`src/rtl/subtractor_32bit.sv`:
```
// 32-bit ripple-carry subtractor (a + ~b + 1) with registered difference, carry and overflow flags.
// Optional registered zero flag when SUB_ZERO_FLAG_EN is defined.

module subtractor_32bit_fa (
  input  logic a,
  input  logic b,
  input  logic c,
  output logic s,
  output logic co
);
  logic p;
  assign p  = a ^ b;
  assign s  = p ^ c;
  assign co = (a & b) ^ (c & p);
endmodule

module subtractor_32bit #(
  parameter int WIDTH = 32
) (
  input  logic             clk,
  input  logic             rst_n,
  input  logic             in_valid,
  input  logic [WIDTH-1:0] a,
  input  logic [WIDTH-1:0] b,
  output logic [WIDTH-1:0] sum,
  output logic             carryout,
  output logic             overflow,
`ifdef SUB_ZERO_FLAG_EN
  output logic             zero,
`endif
  output logic             out_valid
);
  localparam int STAGES = 1;

  typedef struct packed {
    logic [WIDTH-1:0] diff;
    logic             cout;
    logic             ovf;
    logic             zf;
  } res_t;

  logic [WIDTH-1:0] bmod;
  logic [WIDTH-1:0] diff;
  logic [WIDTH:0]   carry;
  logic [STAGES-1:0] vld_pipe;
  res_t res_c, res_q;

  // Subtraction as addition: invert b and inject the +1 through carry[0].
  assign carry[0] = 1'b1;

  for (genvar i = 0; i < WIDTH; i++) begin : g_bit
    assign bmod[i] = ~b[i];
    subtractor_32bit_fa u_fa (
      .a  (a[i]),
      .b  (bmod[i]),
      .c  (carry[i]),
      .s  (diff[i]),
      .co (carry[i+1])
    );
  end

  always_comb begin
    res_c      = '0;
    res_c.diff = diff;
    res_c.cout = carry[WIDTH];
    res_c.ovf  = (a[WIDTH-1] == bmod[WIDTH-1]) && (diff[WIDTH-1] != bmod[WIDTH-1]);
    res_c.zf   = ~|diff;
  end

  always_ff @(posedge clk or negedge rst_n) begin
    if (!rst_n) begin
      res_q    <= '0;
      vld_pipe <= '0;
    end else begin
      vld_pipe <= STAGES'(in_valid);
      if (in_valid) res_q <= res_c;
    end
  end

  assign sum       = res_q.diff;
  assign carryout  = res_q.cout;
  assign overflow  = res_q.ovf;
  assign out_valid = vld_pipe[STAGES-1];
`ifdef SUB_ZERO_FLAG_EN
  assign zero      = res_q.zf;
`else
  logic unused_zf;
  assign unused_zf = res_q.zf;
`endif

endmodule

```
`config.mk`:
```
export PLATFORM = sky130hd
export DESIGN_NAME = subtractor_32bit
export DESIGN_NICKNAME = d
export VERILOG_FILES = /design/src/rtl/subtractor_32bit.sv
export SDC_FILE = /design/constraint.sdc
export NUM_CORES = 1
export LEC_CHECK = 0
export CAP_MARGIN = 5
export CORE_MARGIN = 2
export CORE_UTILIZATION = 46
export CTS_BUF_LIST = sky130_fd_sc_hd__clkbuf_2 sky130_fd_sc_hd__clkbuf_4 sky130_fd_sc_hd__clkbuf_8
export DETAILED_ROUTE_END_ITERATION = 6
export PLACE_DENSITY = 0.95
export SYNTH_ARGS = -nofsm -noshare
export SYNTH_HDL_FRONTEND = slang
export SYNTH_HIERARCHICAL = 1
export SYNTH_SLANG_ARGS = --single-unit
```
`constraint.sdc`:
```
create_clock -name clk -period 1.4 [get_ports clk]
set_input_delay 0.28 -clock clk [delete_from_list [all_inputs] [get_ports clk]]
set_output_delay 0.28 -clock clk [all_outputs]
set_load 0.02 [all_outputs]
```
# Word level (Yosys, flattened, before mapping)
# Index checks and enable logic that the tools add are counted.
# totals
reg_bits	35
in_bits	67
out_inout_bits	35
word_cells	198
# op_classes
n_eq_ne	2
bitwise	191
reduce_logical	1
# ops
op	count
$xor A1 B1 Y1	95
$and A1 B1 Y1	63
$not A1 Y1	33
$eq A1 B1 Y1	1
$logic_and A1 B1 Y1	1
$ne A1 B1 Y1	1

# Depth between registers and ports, before layout
# depth
ltp_word	66
mapped_depth	35
depth_no_buf	35

# Hierarchy
# The synthesis kept the hierarchy.
# by_module_without_submodules
module	instances	cells_each	area_each_um2	seq_area_each_um2
subtractor_32bit	1	109	1574.0	875.8
subtractor_32bit_fa	32	1	20.0	0.0

# Least setup slack after synthesis
# Ideal clock, no wire load.
# synth_path
path_kind	input-to-reg
startpoint	input b[0]
endpoint	register res_q (netlist bit overflow)
setup_ns	0.082
arrival_time_ns	13.051
t_required_ns	1.318
slack_ns	-11.733
stages	35
path_buffers	0
cell_sequence	inv_1 fa_1 fa_1 fa_1 fa_1 fa_1 fa_1 fa_1 fa_1 fa_1 fa_1 fa_1 fa_1 fa_1 fa_1 fa_1 fa_1 fa_1 fa_1 fa_1 fa_1 fa_1 fa_1 fa_1 fa_1 fa_1 fa_1 fa_1 fa_1 fa_1 fa_1 fa_1 fa_1 or3b_1 a31oi_1
# synth_via
elab_chain_cells	66
word_cells_on_any_way	67
classes_between	eq/ne: 1; bitwise: 65; reduce/logical: 1
# synth_lines
item	line	rtl
start, declared	24	input logic [WIDTH-1:0] b,
$not A1 Y1 (*)	52	assign bmod[i] = ~b[i];
$and A1 B1 Y1 or $xor A1 B1 Y1 (tied branches)	14, 12	
$xor A1 B1 Y1 (*)	14	assign co = (a & b) ^ (c & p);
named net carry[1]	44	logic [WIDTH:0] carry;
$and A1 B1 Y1 (*)	14	
$xor A1 B1 Y1 (*)	14	
named net carry[2]	44	
$and A1 B1 Y1 (*)	14	
[1 not listed]	-	
named net carry[3]	44	
[2 not listed]	-	
named net carry[4]	44	
[2 not listed]	-	
named net carry[5]	44	
[2 not listed]	-	
named net carry[6]	44	
[2 not listed]	-	
named net carry[7]	44	
[2 not listed]	-	
named net carry[8]	44	
[2 not listed]	-	
named net carry[9]	44	
[2 not listed]	-	
named net carry[10]	44	
[2 not listed]	-	
named net carry[11]	44	
[2 not listed]	-	
named net carry[12]	44	
[2 not listed]	-	
named net carry[13]	44	
[2 not listed]	-	
named net carry[14]	44	
[2 not listed]	-	
named net carry[15]	44	
[2 not listed]	-	
named net carry[16]	44	
[2 not listed]	-	
named net carry[17]	44	
[2 not listed]	-	
named net carry[18]	44	
[2 not listed]	-	
named net carry[19]	44	
[2 not listed]	-	
named net carry[20]	44	
[2 not listed]	-	
named net carry[21]	44	
[2 not listed]	-	
named net carry[22]	44	
[2 not listed]	-	
named net carry[23]	44	
[2 not listed]	-	
named net carry[24]	44	
[2 not listed]	-	
named net carry[25]	44	
[2 not listed]	-	
named net carry[26]	44	
[2 not listed]	-	
named net carry[27]	44	
[2 not listed]	-	
named net carry[28]	44	
[2 not listed]	-	
named net carry[29]	44	
[2 not listed]	-	
named net carry[30]	44	
$and A1 B1 Y1 (*)	14	
$xor A1 B1 Y1 (*)	14	
named net carry[31]	44	
$xor A1 B1 Y1 (*)	13	assign s = p ^ c;
named net diff[31]	43	logic [WIDTH-1:0] diff;
$ne A1 B1 Y1 (*)	66	res_c.ovf = (a[WIDTH-1] == bmod[WIDTH-1]) && (diff[WIDTH-1] != bmod[WIDTH-1]);
$logic_and A1 B1 Y1 (*)	66	
end signal, assigned	76	if (in_valid) res_q <= res_c;
end, declared	46	res_t res_c, res_q;
# The timed path passes the listed nets; every way through them passes the cells marked *.
# A chain may end at the register's enable or synchronous reset.

# Worst setup path after layout
# layout_path
startpoint	input a[0]
endpoint	register res_q (netlist bit overflow)
# layout_via
elab_chain_cells	65
word_cells_on_any_way	66
classes_between	eq/ne: 1; bitwise: 64; reduce/logical: 1
# layout_lines
item	line	rtl
start, declared	23	input logic [WIDTH-1:0] a,
$and A1 B1 Y1 or $xor A1 B1 Y1 (tied branches)	14, 12	
$xor A1 B1 Y1 (*)	14	
named net carry[1]	44	
$and A1 B1 Y1 (*)	14	
$xor A1 B1 Y1 (*)	14	
named net carry[2]	44	
$and A1 B1 Y1 (*)	14	
$xor A1 B1 Y1 (*)	14	
named net carry[3]	44	
[2 not listed]	-	
named net carry[4]	44	
[2 not listed]	-	
named net carry[5]	44	
[2 not listed]	-	
named net carry[6]	44	
[2 not listed]	-	
named net carry[7]	44	
[2 not listed]	-	
named net carry[8]	44	
[2 not listed]	-	
named net carry[9]	44	
[2 not listed]	-	
named net carry[10]	44	
[2 not listed]	-	
named net carry[11]	44	
[2 not listed]	-	
named net carry[12]	44	
[2 not listed]	-	
named net carry[13]	44	
[2 not listed]	-	
named net carry[14]	44	
[2 not listed]	-	
named net carry[15]	44	
[2 not listed]	-	
named net carry[16]	44	
[2 not listed]	-	
named net carry[17]	44	
[2 not listed]	-	
named net carry[18]	44	
[2 not listed]	-	
named net carry[19]	44	
[2 not listed]	-	
named net carry[20]	44	
[2 not listed]	-	
named net carry[21]	44	
[2 not listed]	-	
named net carry[22]	44	
[2 not listed]	-	
named net carry[23]	44	
[2 not listed]	-	
named net carry[24]	44	
[2 not listed]	-	
named net carry[25]	44	
[2 not listed]	-	
named net carry[26]	44	
[2 not listed]	-	
named net carry[27]	44	
[2 not listed]	-	
named net carry[28]	44	
[2 not listed]	-	
named net carry[29]	44	
[2 not listed]	-	
named net carry[30]	44	
$and A1 B1 Y1 (*)	14	
$xor A1 B1 Y1 (*)	14	
named net carry[31]	44	
$xor A1 B1 Y1 (*)	13	
named net diff[31]	43	
$ne A1 B1 Y1 (*)	66	
$logic_and A1 B1 Y1 (*)	66	
# Marks and branches as above.

==> flow_summary.toml <==
[placed_design]
portBuffers = 101
gp_congestion = 0.749
dp.cells = 298
post_dp_cell_area_mm2 = 0.00338
dp_hpwl_mm = 3.87

[yosys]
ys_types = 12
ys_warn_count = 6
netlist.area_leader.share = 0.395
synth_area_mm2 = 0.00221
synthTopCellsByArea = "dfrtp_1 40%, fa_1 29%, mux2_4 19%"
synth.largest_area_cell = "dfrtp_1"
syn_inst = 141
syn_nets = 240
syn_avg_cell_area_um2 = 15.7
yosysSeqAreaShare = 0.395
synth-seq-cells = 35

[critical_path]
r2r_slack_ns = 0.62
required_ns = 1.60
slowest_delay_ns = 0.43
critPathCaptureType = "flop"
reg2regPathDepth = 1
path_max_fanout = 2
slowest_stage = "fa_2"
path_common_cell = "fa_2"
crit_type = "primary input to flop"
rr_endpoint = "sum[1]"
crit_start = "a[0]"
worstReg2RegStart = "sum[1]"
cp_top_family = "adder cells"
timing.critical_path.buf_inv = 1
critPathLaunchType = "primary input"
cp.arrival_ns = 12.24

[outcome]
violations = "setup timing"
status = "finished with violations"

[die]
dieArea_mm2 = 0.00539
fp.dieW_um = 73.4
start_util = 0.472
ios = 102
coreArea_mm2 = 0.00469
num_rows = 25
die_y_um = 73.4

[route]
top_layer_used = "met4"
avgViaCountPerCell = 4.67
first_iter_violations = 21
wirelength_mm = 4.78
vias = 1435
drc = 0
wl_met2_mm = 2.59
wl_per_cell_um = 15.6
wl_met1_mm = 1.78
ant_nets = 0
first_pass_iters = 2
wl_met3_um = 340

[job]
cap_viol_max_count = 0

[pwr]
total_power_mw = 3.80
peakVddDrop_uv = 601
p_per_area_mw_per_mm2 = 1090
p_leak_nw = 1.63

[finish]
drive_above_1_share = 0.336
layout_common_cells = "60 x clkdlybuf4s50_1, 36 x dlygate4sd2_1, 35 x dfrtp_1"
antenna_cells = 0
syn_to_final_growth_pct = 56.7
stdcell_count = 307
fillers = 317
final_nets = 351
layout_commonest_cell = "clkdlybuf4s50_1"
final_area_mm2 = 0.00347

[global_route]
grt_max_degree = 19
grt_pass1_vias = 1737
grt_pass1_wl_mm = 7.91
track_usage = 0.198
overflow = 0
antenna_found_initial = 0

[timing]
fmax_mhz = 83.1
hold_ws_ns = 0.364
setup_viol = 32
grt_setup_unrepaired = "true"
period_needed_ns = 12.04
final_hold_viol_count = 0
final.setup.tns_ns = -180.37
setup_slack_ns = -10.64
drv_slew = 0
finClkSkew_ns = 0
period_share = 8.60

[clock_network]
post_cts_buffers = 0
clock-root-buffer = "clkbuf_8"
cts_made_buffers = 5
cts.path.max_buffers = 2
clkTransAtPathRegs_ns = 0.07
htreeDepth = 2
cts.sinks = 35
worstSkewPairLatency_ns = 0.28
cts_tree = "built"

[hold_path]
hold_path.class = "primary input to flop"
hold_start = "in_valid"
min_to = "out_valid"
hold_depth = 2
[kinds of logic after synthesis]
family | Yosys count | synth area share
AND/OR/NAND/NOR | 3 | 0.00904
other | 1 | 0.00169
AO/OA/AOI/OAI | 1 | 0.00283
flip-flops | 35 | 0.395
multiplexers | 33 | 0.215
buffers and inverters | 36 | 0.0864
adder cells (fa/ha/maj) | 32 | 0.289
[power by group]
group | switching, mW | internal [mW]
Combinational | 0.726 | 0.879
Clock | 0.341 | 0.468
Sequential | 0.130 | 1.25
[sequential cells by signal (all words and copies together), names as in the netlist]
register and cells:
sum 32, carryout 1, overflow 1, out_valid 1
[cell usage after synthesis]
library cell  number
nand3b_1           1
dfrtp_1           35
mux2_2             5
conb_1             1
a31oi_1            1
or3b_1             1
inv_1             32
fa_1              32
mux2_4            28
buf_6              1
nor2_1             1
buf_12             3
[stage by stage]
| stage | utilization | worst slack [ns] |
|---|---|---|
| 2_1_floorplan | - | -10.44 |
| 3_3_place_gp | 0.720 | -11.18 |
| 3_5_place_dp | 0.720 | -11.35 |
| 4_1_cts | 0.738 | -10.68 |
| 5_1_grt | 0.740 | -10.88 |
| 6_report | 0.740 | -10.64 |
[timing repair]
item,CTS,global route
hold endpoints to repair,17,0
pin swaps,0,0
endpoints found under the setup margin,68,32
gates cloned,0,0
hold buffers,1,0
resized for setup,50,3
[worst max path at each step]
stage                to  slack [ns]  depth (start not counted)
6_report       overflow      -10.64                         35
5_1_grt        overflow      -10.88                         35
4_1_cts        overflow      -10.68                         35
3_5_place_dp   overflow      -11.35                         36
3_3_place_gp   overflow      -11.18                         36
2_1_floorplan  overflow      -10.44                         34
[final cells by class]
type                    count  area (um^2)  share of cell area
multi-input cells          70         1250               0.359
repair buffers            108         1060               0.305
flip-flops and latches     35          876               0.252
inverters                  32          120              0.0346
clock buffers               8          104              0.0299
well taps                  54         67.6              0.0195
[per-layer routing]
layer	GRT usage	vias to the layer above
met5	0	-
met4	0.0505	0
met3	0.0631	9
met2	0.360	71
met1	0.223	705
li1	-	650
(Power assumes the default switching activity.)
